[src/rtl/trap_seq_pkg.sv]
// Shared CSR defines for the trap sequencer: CSR addresses, cause codes,
// mstatus field positions, sequencer state encoding and mstatus rewrite helpers.
package trap_seq_pkg;

   localparam logic [11:0] ADDR_MSTATUS = 12'h300;
   localparam logic [11:0] ADDR_MIE     = 12'h304;
   localparam logic [11:0] ADDR_MTVEC   = 12'h305;
   localparam logic [11:0] ADDR_MEPC    = 12'h341;
   localparam logic [11:0] ADDR_MCAUSE  = 12'h342;
   localparam logic [11:0] ADDR_MIP     = 12'h344;

   localparam logic [63:0] CAUSE_MTIMER = 64'h8000_0000_0000_0007;
   localparam logic [63:0] CAUSE_ECALL  = 64'd11;

   localparam int MSTATUS_MIE    = 3;
   localparam int MSTATUS_MPIE   = 7;
   localparam int MSTATUS_MPP_LO = 11;
   localparam int MSTATUS_MPP_HI = 12;

   typedef enum logic [2:0] {
      ST_IDLE      = 3'd0,
      ST_W_MEPC    = 3'd1,
      ST_W_MCAUSE  = 3'd2,
      ST_W_MSTATUS = 3'd3,
      ST_R_MSTATUS = 3'd4,
      ST_REDIRECT  = 3'd5
   } trap_state_e;

   // Trap entry: stash MIE into MPIE, disable interrupts, record M-mode as previous.
   function automatic logic [63:0] trap_entry_mstatus(input logic [63:0] m);
      logic [63:0] r;
      r = m;
      r[MSTATUS_MPIE] = m[MSTATUS_MIE];
      r[MSTATUS_MIE]  = 1'b0;
      r[MSTATUS_MPP_HI:MSTATUS_MPP_LO] = 2'b11;
      return r;
   endfunction

   // MRET: restore MIE from MPIE, set MPIE, previous mode stays M.
   function automatic logic [63:0] mret_mstatus(input logic [63:0] m);
      logic [63:0] r;
      r = m;
      r[MSTATUS_MIE]  = m[MSTATUS_MPIE];
      r[MSTATUS_MPIE] = 1'b1;
      r[MSTATUS_MPP_HI:MSTATUS_MPP_LO] = 2'b11;
      return r;
   endfunction

endpackage

[src/rtl/trap_seq.sv]
// Machine-mode trap/MRET sequencer: accepts a timer interrupt, ECALL or MRET at
// retire, writes MEPC/MCAUSE/MSTATUS through the CSR file's side port, then redirects fetch.
//
// state        | meaning
// -------------+------------------------------------------------------------
// ST_IDLE      | waiting for a retiring event; only state where one is accepted
// ST_W_MEPC    | writing latched PC (word aligned) to MEPC
// ST_W_MCAUSE  | writing latched cause to MCAUSE
// ST_W_MSTATUS | writing trap-entry MSTATUS
// ST_R_MSTATUS | writing MRET-return MSTATUS
// ST_REDIRECT  | one-cycle fetch redirect to mtvec (trap) or mepc (mret)
module trap_seq
   import trap_seq_pkg::*;
(
   input  logic        clk,
   input  logic        rst,
   input  logic        instr_valid_i,
   input  logic [63:0] pc_i,
   input  logic        ecall_i,
   input  logic        mret_i,
   input  logic        global_int_en_i,
   input  logic        mtime_int_en_i,
   input  logic        mtime_int_pend_i,
   input  logic [63:0] mtvec_i,
   input  logic [63:0] mepc_i,
   input  logic [63:0] mstatus_i,
   input  logic        cpu_csr_wen_i,
   output logic        csr_wen_o,
   output logic [11:0] csr_waddr_o,
   output logic [63:0] csr_wdata_o,
   output logic        trap_take_o,
   output logic        busy_o,
   output logic        redirect_valid_o,
   output logic [63:0] redirect_pc_o
);

   trap_state_e state_q, state_d;

   logic [63:0] pc_q;
   logic [63:0] cause_q;
   logic [63:0] mstatus_q;
   logic        is_mret_q;

   logic        int_req;
   logic        accept_int;
   logic        accept_ecall;
   logic        accept_mret;
   logic        accept;
   logic [63:0] cause_d;

   // Direct mode only; the vector mode bits are ignored.
   logic unused_mtvec_mode;
   assign unused_mtvec_mode = ^mtvec_i[1:0];

   always_comb begin
      int_req      = global_int_en_i & mtime_int_en_i & mtime_int_pend_i;
      accept_int   = 1'b0;
      accept_ecall = 1'b0;
      accept_mret  = 1'b0;
      if ((state_q == ST_IDLE) && instr_valid_i && !rst) begin
         if (int_req) begin
            accept_int = 1'b1;
         end else if (ecall_i) begin
            accept_ecall = 1'b1;
         end else if (mret_i) begin
            accept_mret = 1'b1;
         end
      end
      accept  = accept_int | accept_ecall | accept_mret;
      cause_d = accept_int ? CAUSE_MTIMER : (accept_ecall ? CAUSE_ECALL : 64'd0);
   end

   always_comb begin
      state_d = state_q;
      case (state_q)
         ST_IDLE: begin
            if (accept_mret) begin
               state_d = ST_R_MSTATUS;
            end else if (accept) begin
               state_d = ST_W_MEPC;
            end
         end
         ST_W_MEPC:    if (!cpu_csr_wen_i) state_d = ST_W_MCAUSE;
         ST_W_MCAUSE:  if (!cpu_csr_wen_i) state_d = ST_W_MSTATUS;
         ST_W_MSTATUS: if (!cpu_csr_wen_i) state_d = ST_REDIRECT;
         ST_R_MSTATUS: if (!cpu_csr_wen_i) state_d = ST_REDIRECT;
         ST_REDIRECT:  state_d = ST_IDLE;
         default:      state_d = ST_IDLE;
      endcase
   end

   always_ff @(posedge clk) begin
      if (rst) begin
         state_q   <= ST_IDLE;
         pc_q      <= '0;
         cause_q   <= '0;
         mstatus_q <= '0;
         is_mret_q <= 1'b0;
      end else begin
         state_q <= state_d;
         if (accept) begin
            pc_q      <= pc_i;
            cause_q   <= cause_d;
            mstatus_q <= mstatus_i;
            is_mret_q <= accept_mret;
         end
      end
   end

   // Outputs decode from registered state only, so a held write repeats unchanged.
   always_comb begin
      csr_wen_o        = 1'b0;
      csr_waddr_o      = '0;
      csr_wdata_o      = '0;
      redirect_valid_o = 1'b0;
      redirect_pc_o    = '0;
      trap_take_o      = accept;
      busy_o           = (state_q != ST_IDLE);
      case (state_q)
         ST_W_MEPC: begin
            csr_wen_o   = 1'b1;
            csr_waddr_o = ADDR_MEPC;
            csr_wdata_o = {pc_q[63:2], 2'b00};
         end
         ST_W_MCAUSE: begin
            csr_wen_o   = 1'b1;
            csr_waddr_o = ADDR_MCAUSE;
            csr_wdata_o = cause_q;
         end
         ST_W_MSTATUS: begin
            csr_wen_o   = 1'b1;
            csr_waddr_o = ADDR_MSTATUS;
            csr_wdata_o = trap_entry_mstatus(mstatus_q);
         end
         ST_R_MSTATUS: begin
            csr_wen_o   = 1'b1;
            csr_waddr_o = ADDR_MSTATUS;
            csr_wdata_o = mret_mstatus(mstatus_q);
         end
         ST_REDIRECT: begin
            redirect_valid_o = 1'b1;
            redirect_pc_o    = is_mret_q ? mepc_i : {mtvec_i[63:2], 2'b00};
         end
         default: ;
      endcase
   end

endmodule

[config.mk]
export PLATFORM = sky130hd
export DESIGN_NAME = trap_seq
export DESIGN_NICKNAME = d
export VERILOG_FILES = /design/src/rtl/trap_seq_pkg.sv /design/src/rtl/trap_seq.sv
export SDC_FILE = /design/constraint.sdc
export NUM_CORES = 1
export LEC_CHECK = 0
export ABC_AREA = 1
export CORE_AREA = 2 2 157 159
export CTS_BUF_LIST = sky130_fd_sc_hd__clkbuf_8
export DETAILED_ROUTE_END_ITERATION = 8
export DIE_AREA = 0 0 159 161
export PLACE_DENSITY = 0.67
export SYNTH_ARGS = -nofsm -noshare
export SYNTH_HDL_FRONTEND = slang
export SYNTH_SLANG_ARGS = --single-unit
[constraint.sdc]
create_clock -name clk -period 5 [get_ports clk]
set_clock_uncertainty 0.05 [all_clocks]
set_input_delay 1.5 -clock clk [delete_from_list [all_inputs] [get_ports clk]]
set_output_delay 1.5 -clock clk [all_outputs]
set_load 0.005 [all_outputs]
==> flow_summary.yaml <==
flow_run:
  maxCapViolCount: 0
placement:
  io_buffers: 395
  placed_area_mm2: 0.01038
  dp.cells: 1559
  place_congestion: 0.8812
  hpwl_um: 18730
clock_tree:
  postCtsSetupBuffers: 0
  ctsResizeCount: 0
  htreeDepth: 4
  ctsHoldBuffers: 0
  root_buffer: "clkbuf_8"
  clk_path_buf_depth: 2
  tritoncts: "done"
  clk_pin_slew_ns: 0.07
  cts-buffers-inserted: 17
  numClockSinks: 131
  clk_latency_ns: 0.43
route:
  viasPerCell: 4.512
  drt_iter0_drc: 428
  drt-pass1-iter-count: 4
  totalWireLength_um: 25460
  route.detailed.drc: 0
  ant_nets: 0
  wl_per_cell_um: 15.99
  vias: 7183
setup_path:
  rr_endpoint: "pc_q[60]$_SDFFE_PP0P_"
  rrSetupSlack_ns: 2.72
  arrival_ns: 3.04
  timing.rr.start: "state_q[1]$_SDFFE_PP0P_"
  start_kind: "input pin"
  cp_max_fo: 4
  r2r_cells: 7
  cp.required_ns: 3.45
  worstSetupPathType: "in -> out"
  setup.worst_path.end_class: "output pin"
die:
  start_util: 0.2674
  die_y_um: 161
  core_mm2: 0.02396
  fp.dieW_um: 159
  ios: 409
  rows: 57
  dieArea_mm2: 0.02560
timing:
  rsz0062_at_grt: "no"
  holdWs_ns: 0.4024
  finalHoldViolCount: 0
  setup_viol: 0
  relSlewSlack: 0.1773
  slew_violations: 0
  fin_crit_ns: 4.587
  tightest_slew_ns: 1.234
  setup_tns_ns: 0
  finalCritPeriodShare: 0.9174
  clock.fmax_mhz: 218.0
hold_path:
  min_from: "pc_q[10]$_SDFFE_PP0P_"
  hold_end: "pc_q[10]$_SDFFE_PP0P_"
  holdCritPathClass: "reg -> reg"
  whs_path_depth: 2
synthesis:
  synth_ff_type: "dfxtp_1"
  avgSynthCellArea_um2: 7.080
  ys_warn_count: 0
  yosysSeqAreaShare: 0.4093
  synthCells: 905
  async_reset_ff_frac: 0
  ys_top_cells_by_area: "dfxtp_1 (41%), a21oi_1 (15%), nand2_1 (8.3%), inv_1 (8.0%), o21ai_0 (6.6%)"
  yosysTopAreaCell: "dfxtp_1"
  synth_top_area_frac: 0.4093
  synth_seq_cells: 131
  synthesis.area_mm2: 0.006407
  synth_cell_types: 30
  synth_edf_count: 0
cells_and_area:
  drive_above_1_share: 0.05051
  layout.nets: 1519
  stdcell_count: 1592
  fillCellCount: 2441
  syn2layout_area_growth_pct: 68.01
  fin_util: 0.4492
  design_area_mm2: 0.01077
grt:
  grt_antenna_before_repair: 1
  grtUsageTotal: 0.1920
  grt_pass1_wl_um: 38960
  grt_pass1_vias: 6672
  overflow: 0
  grt_max_degree: 253
pwr:
  peakVddDrop_mv: 0.1584
  p_leak_nw: 3.874
  power.density_mw_per_mm2: 322.9
outcome:
  status: "finished clean"
## how the worst max path moves through the flow
stage,from,endpoint,slack [ns],cells past startpoint
final,mtime_int_pend_i,trap_take_o,0.41,6
after global routing,state_q[2]$_SDFFE_PP0P_,redirect_pc_o[9],0.30,5
after CTS,mtime_int_pend_i,trap_take_o,0.38,6
after detailed placement,mtime_int_pend_i,trap_take_o,0.39,6
after global placement,mtime_int_pend_i,trap_take_o,0.39,6
after floorplan,global_int_en_i,trap_take_o,1.12,6
## power breakdown
part	internal (mW)	leakage, nW	switching [mW]
Combinational	0.621	2.62	0.701
Clock	0.406	0.182	0.467
Sequential	1.23	1.07	0.0522
## synthesized netlist by cell type, types with 2 or more instances
master / number
inv_2: 3
nand3_1: 7
o21ai_2: 9
o221ai_1: 4
a21oi_1: 191
o21ai_4: 2
clkbuf_1: 43
nor3_1: 2
nand2_2: 2
buf_6: 17
dfxtp_1: 131
o21ai_1: 33
o21ai_0: 85
buf_2: 6
inv_1: 137
nor2_1: 12
o22ai_1: 58
buf_4: 10
nand2_1: 142
## sequential cells by signal (all words and copies together) (netlist names)
name / cells
pc_q: 62
is_mret_q: 1
state_q: 3
mstatus_q: 62
cause_q: 3
## critical path, cell delays in order
cell	delay, ns
clkdlybuf4s50_1	0.50
nand3_1	0.17
nand2_1	0.17
o21ai_4	0.08
inv_1	0.06
clkdlybuf4s50_1	0.55
## metrics by stage
| step | worst slack [ns] | power, mW |
|---|---|---|
| after floorplan | 1.118 | 2.005 |
| after global placement | 0.3892 | 2.621 |
| after detailed placement | 0.3865 | 2.638 |
| after CTS | 0.3829 | 3.531 |
| after global routing | 0.2961 | 3.718 |
| final | 0.4132 | 3.476 |
## routing by layer
metal  share of wire  vias to the layer above  GRT usage
met5               0                        -          0
met4           0.011                        0    0.04463
met3           0.072                       14    0.05907
met2            0.50                      244     0.3358
met1            0.42                     3243     0.2314
li1                -                     3682          -
## final cells by class
| class | count | area (um2) | area share |
|---|---|---|---|
| antenna | 1 | 2.502 | 0.0002325 |
| clock buffer | 17 | 234.0 | 0.02173 |
| clock inverter | 15 | 146.4 | 0.01360 |
| inverter | 140 | 526.8 | 0.04893 |
| multi-input combinational | 560 | 2780 | 0.2583 |
| sequential | 131 | 2624 | 0.2437 |
| tap | 324 | 405.4 | 0.03766 |
| timing repair buffer | 404 | 4046 | 0.3759 |
## kinds of logic (layout without fill, tap and decap cells)
kind of cell | count (synthesis) | count (layout) | share of synthesized area
and+or+nand+nor | 170 | 170 | 0.1076
other | 1 | 8 | 0.0005853
AOI/OAI and AO/OA | 383 | 383 | 0.3222
DFF | 131 | 131 | 0.4093
buffers and inverters | 220 | 576 | 0.1603
## cells in the final DEF (no fill, tap or decap), drive strengths merged, types with 7 or more instances in the layout
master / instances
a21oi: 192
buf: 9
clkbuf: 17
clkdlybuf4s50: 395
conb: 7
dfxtp: 131
inv: 148
nand2: 145
nand3: 8
nor2: 14
o21ai: 129
o22ai: 58
(Power assumes the default switching activity.)
